<file path="src/rtl/square_wave_meas.sv">
// -----------------------------------------------------------------------------
// square_wave_meas
//
// Purpose
//   Measures a square wave that is already synchronous to clk. It counts how many
//   clock samples the wave spends high (on) and low (off), and reports both once
//   per complete period. A period is closed by the rising edge that follows a
//   high phase and then a low phase. This block is the receive-side partner of
//   the square-wave generator. It can be used for loopback checks of generator
//   settings, or as a duty-cycle monitor on a PWM or enable line.
//
// Parameters
//   N         counter/result width (N >= 2). The longest phase that can be
//             reported is 2^N-1 samples; longer phases saturate and set ovf.
//
// Ports
//   clk       in   1  single clock, all logic on posedge
//   reset_n   in   1  asynchronous active-low reset
//   s_wave    in   1  measured wave, synchronous to clk (no synchroniser inside)
//   on_time   out  N  samples high in the last complete period
//   off_time  out  N  samples low in the last complete period
//   valid     out  1  one-cycle pulse: on_time/off_time/ovf were just updated
//   ovf       out  1  a phase of the reported period exceeded 2^N-1 samples
// -----------------------------------------------------------------------------
module square_wave_meas #(
    parameter int N = 4
) (
    input  logic         clk,
    input  logic         reset_n,
    input  logic         s_wave,
    output logic [N-1:0] on_time,
    output logic [N-1:0] off_time,
    output logic         valid,
    output logic         ovf
);

    localparam logic [1:0] ST_SYNC = 2'd0;  // waiting for the first rise
    localparam logic [1:0] ST_HIGH = 2'd1;  // measuring the on-phase
    localparam logic [1:0] ST_LOW  = 2'd2;  // measuring the off-phase

    localparam logic [N-1:0] CNT_ONE = {{(N-1){1'b0}}, 1'b1};
    localparam logic [N-1:0] CNT_MAX = {N{1'b1}};

    // ---------------------------------------------------------------------
    // State
    // ---------------------------------------------------------------------
    logic         s_r_reg;
    logic [N-1:0] cnt_reg,      cnt_next;
    logic         sat_reg,      sat_next;
    logic [1:0]   state_reg,    state_next;
    logic [N-1:0] on_hold_reg,  on_hold_next;
    logic         ovf_hold_reg, ovf_hold_next;
    logic [N-1:0] on_time_reg,  on_time_next;
    logic [N-1:0] off_time_reg, off_time_next;
    logic         ovf_reg,      ovf_next;
    logic         valid_reg,    valid_next;

    logic rise;
    logic fall;

    // Edges are seen in the same posedge that first samples the new level.
    // s_r_reg clears on reset. So a wave that is already high when reset is
    // released looks like a rise on the first sample after release.
    assign rise = s_wave & ~s_r_reg;
    assign fall = ~s_wave & s_r_reg;

    // ---------------------------------------------------------------------
    // Phase counter: counts the samples seen at the current level.
    // An edge loads 1 because the edge sample itself belongs to the new phase.
    // The counter stops at CNT_MAX. The sat flag is set only when another
    // sample arrives after the counter has reached CNT_MAX. So a phase of
    // exactly CNT_MAX samples is reported as CNT_MAX with no overflow.
    // ---------------------------------------------------------------------
    always_comb begin
        cnt_next = cnt_reg;
        sat_next = sat_reg;
        if (rise || fall) begin
            cnt_next = CNT_ONE;
            sat_next = 1'b0;
        end else if (cnt_reg != CNT_MAX) begin
            cnt_next = cnt_reg + CNT_ONE;
        end else begin
            sat_next = 1'b1;
        end
    end

    // ---------------------------------------------------------------------
    // Period FSM. The length captured at an edge is the counter value before
    // that edge reloads it. The on-phase length is kept in on_hold until the
    // off-phase closes, so both results are published together.
    // ---------------------------------------------------------------------
    always_comb begin
        state_next    = state_reg;
        on_hold_next  = on_hold_reg;
        ovf_hold_next = ovf_hold_reg;
        on_time_next  = on_time_reg;
        off_time_next = off_time_reg;
        ovf_next      = ovf_reg;
        valid_next    = 1'b0;

        case (state_reg)
            ST_SYNC: begin
                // A fall here ends a partial phase of unknown length, so it
                // is ignored. Measurement starts only at a rise.
                if (rise) begin
                    state_next = ST_HIGH;
                end
            end
            ST_HIGH: begin
                if (fall) begin
                    on_hold_next  = cnt_reg;
                    ovf_hold_next = sat_reg;
                    state_next    = ST_LOW;
                end
            end
            ST_LOW: begin
                if (rise) begin
                    on_time_next  = on_hold_reg;
                    off_time_next = cnt_reg;
                    ovf_next      = ovf_hold_reg | sat_reg;
                    valid_next    = 1'b1;
                    state_next    = ST_HIGH;
                end
            end
            default: begin
                state_next = ST_SYNC;
            end
        endcase
    end

    // ---------------------------------------------------------------------
    // Registers
    // ---------------------------------------------------------------------
    always_ff @(posedge clk or negedge reset_n) begin
        if (!reset_n) begin
            s_r_reg      <= 1'b0;
            cnt_reg      <= '0;
            sat_reg      <= 1'b0;
            state_reg    <= ST_SYNC;
            on_hold_reg  <= '0;
            ovf_hold_reg <= 1'b0;
            on_time_reg  <= '0;
            off_time_reg <= '0;
            ovf_reg      <= 1'b0;
            valid_reg    <= 1'b0;
        end else begin
            s_r_reg      <= s_wave;
            cnt_reg      <= cnt_next;
            sat_reg      <= sat_next;
            state_reg    <= state_next;
            on_hold_reg  <= on_hold_next;
            ovf_hold_reg <= ovf_hold_next;
            on_time_reg  <= on_time_next;
            off_time_reg <= off_time_next;
            ovf_reg      <= ovf_next;
            valid_reg    <= valid_next;
        end
    end

    assign on_time  = on_time_reg;
    assign off_time = off_time_reg;
    assign ovf      = ovf_reg;
    assign valid    = valid_reg;

endmodule
</file>
<file path="config.mk">
export PLATFORM = sky130hd
export DESIGN_NAME = square_wave_meas
export DESIGN_NICKNAME = d
export VERILOG_FILES = /design/src/rtl/square_wave_meas.sv
export SDC_FILE = /design/constraint.sdc
export NUM_CORES = 1
export LEC_CHECK = 0
export ABC_AREA = 1
export CORE_MARGIN = 2
export CORE_UTILIZATION = 56
export CTS_CLUSTER_DIAMETER = 150
export DETAILED_ROUTE_END_ITERATION = 6
export PLACE_DENSITY_LB_ADDON = 0.25
export SETUP_SLACK_MARGIN = 0.02
export SLEW_MARGIN = 20
export SYNTH_ARGS = -nofsm -noshare
export SYNTH_HDL_FRONTEND = slang
export SYNTH_SLANG_ARGS = --single-unit
export TNS_END_PERCENT = 10
</file>
<file path="constraint.sdc">
create_clock -name clk -period 2 [get_ports clk]
set_input_delay 0.2 -clock clk [delete_from_list [all_inputs] [get_ports clk]]
set_output_delay 0.2 -clock clk [all_outputs]
set_load 0.03 [all_outputs]
</file>
# After elaboration in Yosys (flattened, before gate mapping)

Index checks and enable logic that the tools add are counted.

Register bits: 23
Input bits: 3
Output and inout port bits: 10
Logic and storage cells: 38

Add/sub/neg operators: 1
Eq/ne operators: 6
Muxes and demuxes: 9
Bitwise logic cells: 5
Reduce and logical (&&, ||, !) cells: 7

Operator list:

| kind                                                   | number |
|---|---|
| two-way mux 4 bit                                      | 2 |
| AND reduction 2 bit                                    | 3 |
| adder 4 x 1 -> 4 bit (second input constant)           | 1 |
| two-way mux 1 bit                                      | 4 |
| two-way mux 2 bit                                      | 2 |
| inequality test 2 bit (second input constant)          | 2 |
| inequality test 4 bit (second input constant)          | 1 |
| case mux 2 bit (2 select lines)                        | 1 |
| bitwise AND 1 bit                                      | 2 |
| equality test 2 x 1 -> 1 bit (second input constant)   | 1 |
| equality test 2 bit (second input constant)            | 1 |
| zero test 2 bit                                        | 1 |
| inequality test 2 x 1 -> 1 bit (second input constant) | 1 |
| inverter 1 bit                                         | 2 |
| nonzero test 2 bit                                     | 1 |
| OR reduction 2 bit                                     | 1 |
| logical OR 1 bit                                       | 1 |
| OR 1 bit                                               | 1 |

# Depth between registers and ports, before layout

Gate-level depths: netlist of run 1.

Depth after elaboration: 4
Gate-level depth with buffers: 6
Gate-level depth less buffers: 6

# Worst setup path after synthesis of run 1

No wires, ideal clock.

Path type: reg-to-reg
Start point: register s_r_reg
End point: register ovf_reg (netlist: ovf)
Setup time: 119 ps
Arrival: 952 ps
Required time: 1,881 ps
Path slack: 929 ps
Cell stages (with the launch flop): 7
Period minus slack after synthesis: 1,071 ps
Cells stage by stage: dfrtp_1 -> inv_1 -> ha_1 -> nand3_4 -> buf_6 -> nand2_2 -> o21ai_2

Word-level cells in the longest chain between the ends: 3

Ends and longest elaborated chain:

| what                                 | line | source |
|---|---|---|
| from (decl)                          | 47   | `logic s_r_reg;` |
| from (signal assigned)               | 147  | `s_r_reg <= s_wave;` |
| inverter 1 bit                       | 64   | `assign rise = s_wave & ~s_r_reg;` |
| bitwise AND 1 bit                    | 64   |  |
| AND reduction 2 bit (no source line) | n/a  |  |
| to (signal assigned)                 | 155  | `ovf_reg <= ovf_next;` |
| to (decl)                            | 55   | `logic ovf_reg, ovf_next;` |

Every way passes these cells.
A chain may end at the register's enable or synchronous reset.

# Final worst setup path of run 1

Start point: register ovf_reg (netlist: ovf)
End point: output port ovf

RTL lines:

| what      | line | source |
|---|---|---|
| to (decl) | 34   | `output logic ovf` |

No word-level cell between the ends.

==> Implementation_results.wiki, run 1 <==
{| class="wikitable"
! Metric !! Value
|-
| Share of the yosys chip area belonging to registers || 0.583
|-
| Beginning of the worst register-to-register path || s_r_reg
|-
| Power density over the cells || 1200 nW/um^2
|-
| Area growth, synth to finish || 15.5%
|-
| Fraction of power spent switching nets || 0.371
|-
| Run status || completed
|-
| Reg2reg setup slack || 780 ps
|-
| Post-CTS sizing || 0
|-
| Portion of the clock cycle consumed by the worst path in the final layout || 0.774
|-
| Internal portion of total power || 860 uW
|-
| Tot GR Track Use || 0.167
|-
| Effective utilization at floorplan || 0.584
|-
| Met2 usage || 0.264
|-
| Setup fix buffers added after clock tree synthesis || 0
|-
| Worst setup EP type || primary output
|-
| FF+latch count, synth || 23
|-
| FP Rows || 15
|-
| Number of design-rule violations left by the first detailed-router iteration || 8
|-
| Area enclosed by the die boundary || 2110 um^2
|-
| Slew at the pin closest to its max-slew limit || 322 ps
|-
| Worst reg2reg endpoint || on_time[1]
|-
| Routed via count divided by cell count || 5.12
|-
| Critical path cell sequence || clkdlybuf4s50_1
|-
| Clock buffers created by TritonCTS || 3
|-
| Final hold viol count || 0
|-
| Clock-pin transition on the worst setup and hold timing paths || 110 ps
|-
| Standard cell core area || 1690 um^2
|-
| Clock latency on the worst-skew pair || 300 ps
|-
| Most common cell after layout, fill and taps aside || sky130_fd_sc_hd__nand2_1
|-
| Fraction of final layout cells sized beyond drive strength 1 || 0.121
|-
| Syn Nets || 108
|-
| Y dimension of the die || 46.0 um
|-
| Setup violation total in the final timing report || 0
|-
| Share of total power in combinational logic || 0.350
|-
| Critical Path RT || 1800 ps
|-
| Max-slew violations || 0
|-
| CTS tree || yes
|-
| Sequential fraction of design power || 0.502
|-
| Switching power total || 506 uW
|-
| Worst-path maximum fanout || 2
|-
| Warnings, synthesis || 0
|-
| Setup Total Neg Slack || 0 ps
|-
| Worst path bufs/invs || 1
|-
| Cell count along the critical path || 1
|-
| Clock Path Buffers || 2
|-
| Final HPWL DP || 1120 um
|-
| First-pass GRT wire length || 2550 um
|-
| Leakage power total || 0.569 nW
|-
| Critical Path Sink || ovf
|-
| Vias in the first global route || 620
|-
| Number of antenna violations at the first check in global routing || 0
|-
| Commonest cells after routing, fill and taps aside || sky130_fd_sc_hd__nand2_1, sky130_fd_sc_hd__dfrtp_1, sky130_fd_sc_hd__clkdlybuf4s50_1
|-
| Final worst clock skew || 1.38 ps
|-
| Post-synthesis cell type count || 16
|-
| Critical Path Source Type || flip-flop
|-
| Worst hold path class || in -> async
|-
| Maximum resistive drop on vdd || 530 uV
|-
| Routed WL || 1450 um
|-
| Critical path's top delay family || buffers and inverters
|-
| Slew headroom || 0.784
|-
| Crit Path Category || reg -> out
|-
| Max-capacitance violation count || 0
|-
| Placer's final routability congestion estimate || 0.733
|-
| Worst reg-to-reg path cell count || 6
|-
| CTS H-tree lvls || 1
|-
| Count of clock tree sinks || 23
|-
| Global routing met3 resource utilization || 0.0357
|-
| Worst setup path startpoint || ovf
|-
| Root Buffer || sky130_fd_sc_hd__clkbuf_4
|-
| Maximum cell stage delay along the critical path || 670 ps
|-
| Clock network fraction of total power || 0.148
|-
| First drt pass iteration count || 4
|-
| Area of the mapped netlist || 987 um^2
|-
| Minimum clock period || 1550 ps
|-
| Global routing met1 resource utilization || 0.229
|-
| Setup repair after global routing missed its margin || no
|-
| Count of hold buffers inserted by post-cts repair || 0
|-
| Total vias in the final route || 681
|-
| Ports || 13
|-
| DR DRC count || 0
|-
| Pin count of the biggest net entering global routing || 24
|-
| CP max stage cell || sky130_fd_sc_hd__clkdlybuf4s50_1
|-
| Antenna diode instance count || 0
|-
| Synth Instances || 101
|-
| Grt total ovfl || 0
|-
| Busiest metal layer after global routing || met2
|-
| F_max || 646 MHz
|-
| Fin util || 0.675
|-
| PortBufs || 12
|-
| Die W || 46.0 um
|-
| Worst Path Arrival || 1350 ps
|-
| # nets final || 124
|-
| Mapped Avg Cell Area || 9.77 um^2
|-
| Avg WL per Cell || 10.9 um
|-
| Count of nets left with antenna violations after detail routing || 0
|}
## cell usage after synthesis
library cell,number,area (um^2)
sky130_fd_sc_hd__o21ai_2,6,52.6
sky130_fd_sc_hd__nand3_4,1,17.5
sky130_fd_sc_hd__dfrtp_1,23,576
sky130_fd_sc_hd__nand2_1,34,128
sky130_fd_sc_hd__inv_2,1,3.75
sky130_fd_sc_hd__a21oi_1,1,5.00
sky130_fd_sc_hd__ha_1,4,50.1
sky130_fd_sc_hd__nand4_1,1,6.26
sky130_fd_sc_hd__buf_6,2,22.5
sky130_fd_sc_hd__nor2_1,6,22.5
sky130_fd_sc_hd__o21ai_1,4,20.0
sky130_fd_sc_hd__nand3_1,3,15.0
sky130_fd_sc_hd__o21ai_0,3,15.0
sky130_fd_sc_hd__inv_1,10,37.5
sky130_fd_sc_hd__nand2_2,1,6.26
sky130_fd_sc_hd__nand3_2,1,10.0
## kinds of logic after synthesis
group,Yosys count,synth area share
flip-flops,23,0.583
buffers and inverters,13,0.0646
AND/OR/NAND/NOR,47,0.208
AO/OA/AOI/OAI,14,0.0938
adder cells (fa/ha/maj),4,0.0507
## layout make-up
type	count	area, um^2
timing repair buffer	13	128
sequential	23	576
fill	151	549
clock buffer	4	26.3
multi-input combinational	65	348
inverter	11	41.3
tap	17	21.3
## metal layers
metal | up-vias | share of wire
li1 | 348 | -
met1 | 316 | 0.48
met2 | 13 | 0.47
met3 | 4 | 0.035
met4 | 0 | 0.013
met5 | - | 0
## power groups by stage
stage	Sequential [mW]	Clock (mW)	Combinational, mW
3_5_place_dp	0.696	0	0.484
6_report	0.685	0.202	0.478
2_1_floorplan	0.793	0	0.207
4_1_cts	0.687	0.211	0.486
3_3_place_gp	0.691	0	0.474
5_1_grt	0.703	0.230	0.531
## worst min-delay path by stage
stage | to | slack, ps | depth (start not counted)
5_1_grt | on_time[3] | 240 | 2
6_report | state_reg[0] | 230 | 2
2_1_floorplan | cnt_reg[0] | -100 | 0
3_5_place_dp | on_time[2] | 470 | 2
3_3_place_gp | on_time[0] | 460 | 2
4_1_cts | s_r_reg | 240 | 2
## stage by stage
stage	power [mW]	setup WS [ps]	area (um^2)	cells	hold slack, ps
after global placement	1.16	506	1110	129	460
after global routing	1.46	400	1140	133	245
final	1.37	452	1140	133	234
after CTS	1.38	437	1140	133	240
after detailed placement	1.18	458	1110	129	470
after floorplan	1.00	929	987	101	-95.6
No activity file was read; power rests on OpenSTA's default activity.
==> inputs of run 2 (changes only) <==
- CORE_UTILIZATION: 56 -> 52
- clock period: 2 -> 1.55 ns (I/O delays scaled with it)
==> run 2 against run 1 <==
  * Clock power is 32% higher
  * Clock skew is 3.2 ps higher
  * Die area is 7.0% higher
  * Global-route usage hardly changed
  * Via count is 4.6% lower
  * Worst setup slack worse by 360 ps
  * Highest routed layer unchanged
  * Total power is 29% higher
  * Cell count is 6.0% higher
  * Largest cell class unchanged
==> Implementation_results.wiki, run 2 (synthesis results as in run 1) <==
{| class="wikitable"
! Metric !! Value
|-
| Count of nets left with antenna violations after detail routing || 0 (unchanged)
|-
| Avg WL per Cell || 10.7 um (-1.9%)
|-
| Critical path's top delay family || buffers and inverters
|-
| Area growth, synth to finish || 18.9%
|-
| Max-capacitance violation count || 0 (unchanged)
|-
| Clock-pin transition on the worst setup and hold timing paths || 120 ps (about the same)
|-
| Slew headroom || 0.780 (-0.00431)
|-
| Clock Path Buffers || 2 (unchanged)
|-
| Count of clock tree sinks || 23 (unchanged)
|-
| Number of antenna violations at the first check in global routing || 0 (unchanged)
|-
| PortBufs || 12 (unchanged)
|-
| Standard cell core area || 1760 um^2 (+4.4%)
|-
| Critical Path Source Type || flip-flop
|-
| First-pass GRT wire length || 2570 um (+0.78%)
|-
| Clock latency on the worst-skew pair || 300 ps (about the same)
|-
| Routed via count divided by cell count || 4.61 (-10%)
|-
| Most common cell after layout, fill and taps aside || sky130_fd_sc_hd__nand2_1
|-
| Ports || 13 (unchanged)
|-
| Die W || 47.6 um (+3.4%)
|-
| Setup Total Neg Slack || 0 ps (unchanged)
|-
| Reg2reg setup slack || 320 ps (-460 ps)
|-
| FP Rows || 15 (unchanged)
|-
| Final standard cell area without fillers || 1170 um^2 (+3.0%)
|-
| Setup violation total in the final timing report || 0 (unchanged)
|-
| Clock buffers created by TritonCTS || 3 (unchanged)
|-
| Worst setup EP type || primary output
|-
| Crit Path Category || reg -> out
|-
| DR DRC count || 0 (unchanged)
|-
| Worst-path maximum fanout || 1 (-1)
|-
| Share of total power in combinational logic || 0.344 (-0.006)
|-
| Vias in the first global route || 599 (-3.4%)
|-
| Area enclosed by the die boundary || 2260 um^2 (+7.0%)
|-
| F_max || 686 MHz
|-
| Root Buffer || sky130_fd_sc_hd__clkbuf_4
|-
| Total vias in the final route || 650 (-4.6%)
|-
| Pin count of the biggest net entering global routing || 24 (unchanged)
|-
| CP max stage cell || sky130_fd_sc_hd__clkdlybuf4s50_1
|-
| Final hold viol count || 0 (unchanged)
|-
| CTS tree || yes
|-
| Setup fix buffers added after clock tree synthesis || 0 (unchanged)
|-
| Setup repair after global routing missed its margin || no
|-
| Switching power total || 663 uW (+31%)
|-
| Final HPWL DP || 1140 um (+1.5%)
|-
| Worst hold path class || in -> async
|-
| Portion of the clock cycle consumed by the worst path in the final layout || 0.940
|-
| Sequential fraction of design power || 0.504 (+0.002)
|-
| Power density over the cells || 1500 nW/um^2 (+25%)
|-
| Maximum resistive drop on vdd || 860 uV (+62%)
|-
| Minimum clock period || 1460 ps
|-
| Worst Path Arrival || 1300 ps (-50 ps)
|-
| Max-slew violations || 0 (unchanged)
|-
| Fraction of power spent switching nets || 0.377 (+0.00673)
|-
| Critical path cell sequence || clkdlybuf4s50_1
|-
| Leakage power total || 0.723 nW (+27%)
|-
| Placer's final routability congestion estimate || 0.726 (-0.89%)
|-
| Effective utilization at floorplan || 0.560 (-0.0249)
|-
| Commonest cells after routing, fill and taps aside || sky130_fd_sc_hd__nand2_1, sky130_fd_sc_hd__dfrtp_1, sky130_fd_sc_hd__inv_1
|-
| Internal portion of total power || 1.09 mW (+27%)
|-
| Routed WL || 1510 um (+4.0%)
|-
| Post-CTS sizing || 0 (unchanged)
|-
| CTS H-tree lvls || 1 (unchanged)
|-
| Worst path bufs/invs || 1 (unchanged)
|-
| First drt pass iteration count || 4 (unchanged)
|-
| Run status || completed
|-
| Critical Path RT || 1390 ps (-410 ps)
|-
| Count of hold buffers inserted by post-cts repair || 0 (unchanged)
|-
| Y dimension of the die || 47.6 um (+3.4%)
|-
| Instance area after placement || 1120 um^2 (+0.90%)
|-
| Slew at the pin closest to its max-slew limit || 329 ps (+6.93 ps)
|-
| Grt total ovfl || 0 (unchanged)
|-
| Maximum cell stage delay along the critical path || 660 ps (about the same)
|-
| Fraction of final layout cells sized beyond drive strength 1 || 0.129 (+0.00862)
|-
| Clock network fraction of total power || 0.152 (+0.004)
|-
| Tot Pwr || 1.76 mW (+29%)
|-
| Antenna diode instance count || 0 (unchanged)
|-
| Number of design-rule violations left by the first detailed-router iteration || 16 (+8)
|-
| Final worst clock skew || 4.56 ps (+3.18 ps)
|-
| # nets final || 124 (unchanged)
|-
| Tot GR Track Use || 0.168 (+0.000498)
|}
## run 2: changes by cell type in the layout (fill, tap and decap cells not counted), sizes merged
cell	previous run	this run
dlymetal6s2s	0	9
clkinv	0	1
clkdlybuf4s50	12	3
clkbuf	4	3
## run 2: power by group through the flow
stage               sequential (mW)  clock, mW  combinational [mW]
floorplan                      1.02          0               0.267
global placement              0.895          0               0.610
detailed placement            0.899          0               0.624
CTS                           0.889      0.279               0.624
global route                  0.904      0.306               0.677
finish                        0.885      0.267               0.604
## run 2: final cells by class
| type | count | area, um^2 |
|---|---|---|
| fillers | 171 | 591 |
| multi-input cells | 65 | 348 |
| inverters | 11 | 41.3 |
| flip-flops and latches | 23 | 576 |
| well taps | 25 | 31.3 |
| clock buffers | 3 | 22.5 |
| repair buffers | 13 | 150 |
| clock inverters | 1 | 5.00 |
## run 2: per-layer routing
layer	wire length, um	share of wire	global-route usage
met2	686	0.45	0.262
met1	756	0.50	0.216
met4	18	0.012	0.0811
met3	47	0.031	0.0453
met5	0	0	0
## run 2: per-stage QoR
| step | utilization | worst slack, ps | instances | hold WS [ps] |
|---|---|---|---|---|
| global route | 0.665 | 22.3 | 141 | 210 |
| CTS | 0.652 | 22.2 | 141 | 181 |
| floorplan | - | 479 | 101 | -141 |
| detailed placement | 0.637 | 59.0 | 137 | 460 |
| global placement | 0.637 | 104 | 137 | 462 |
| finish | 0.665 | 92.8 | 141 | 184 |
## run 2: path summary, 6_finish.rpt
kind | start | end | depth (start not counted)
max | valid | valid | 1
min | reset_n | valid | 2
max reg2reg | s_r_reg | on_time[1] | 6
min reg2reg | on_hold_reg[2] | on_time[2] | 2
max in group asynchronous | reset_n | cnt_reg[1] | 2
min in group clk | s_wave | s_r_reg | 1
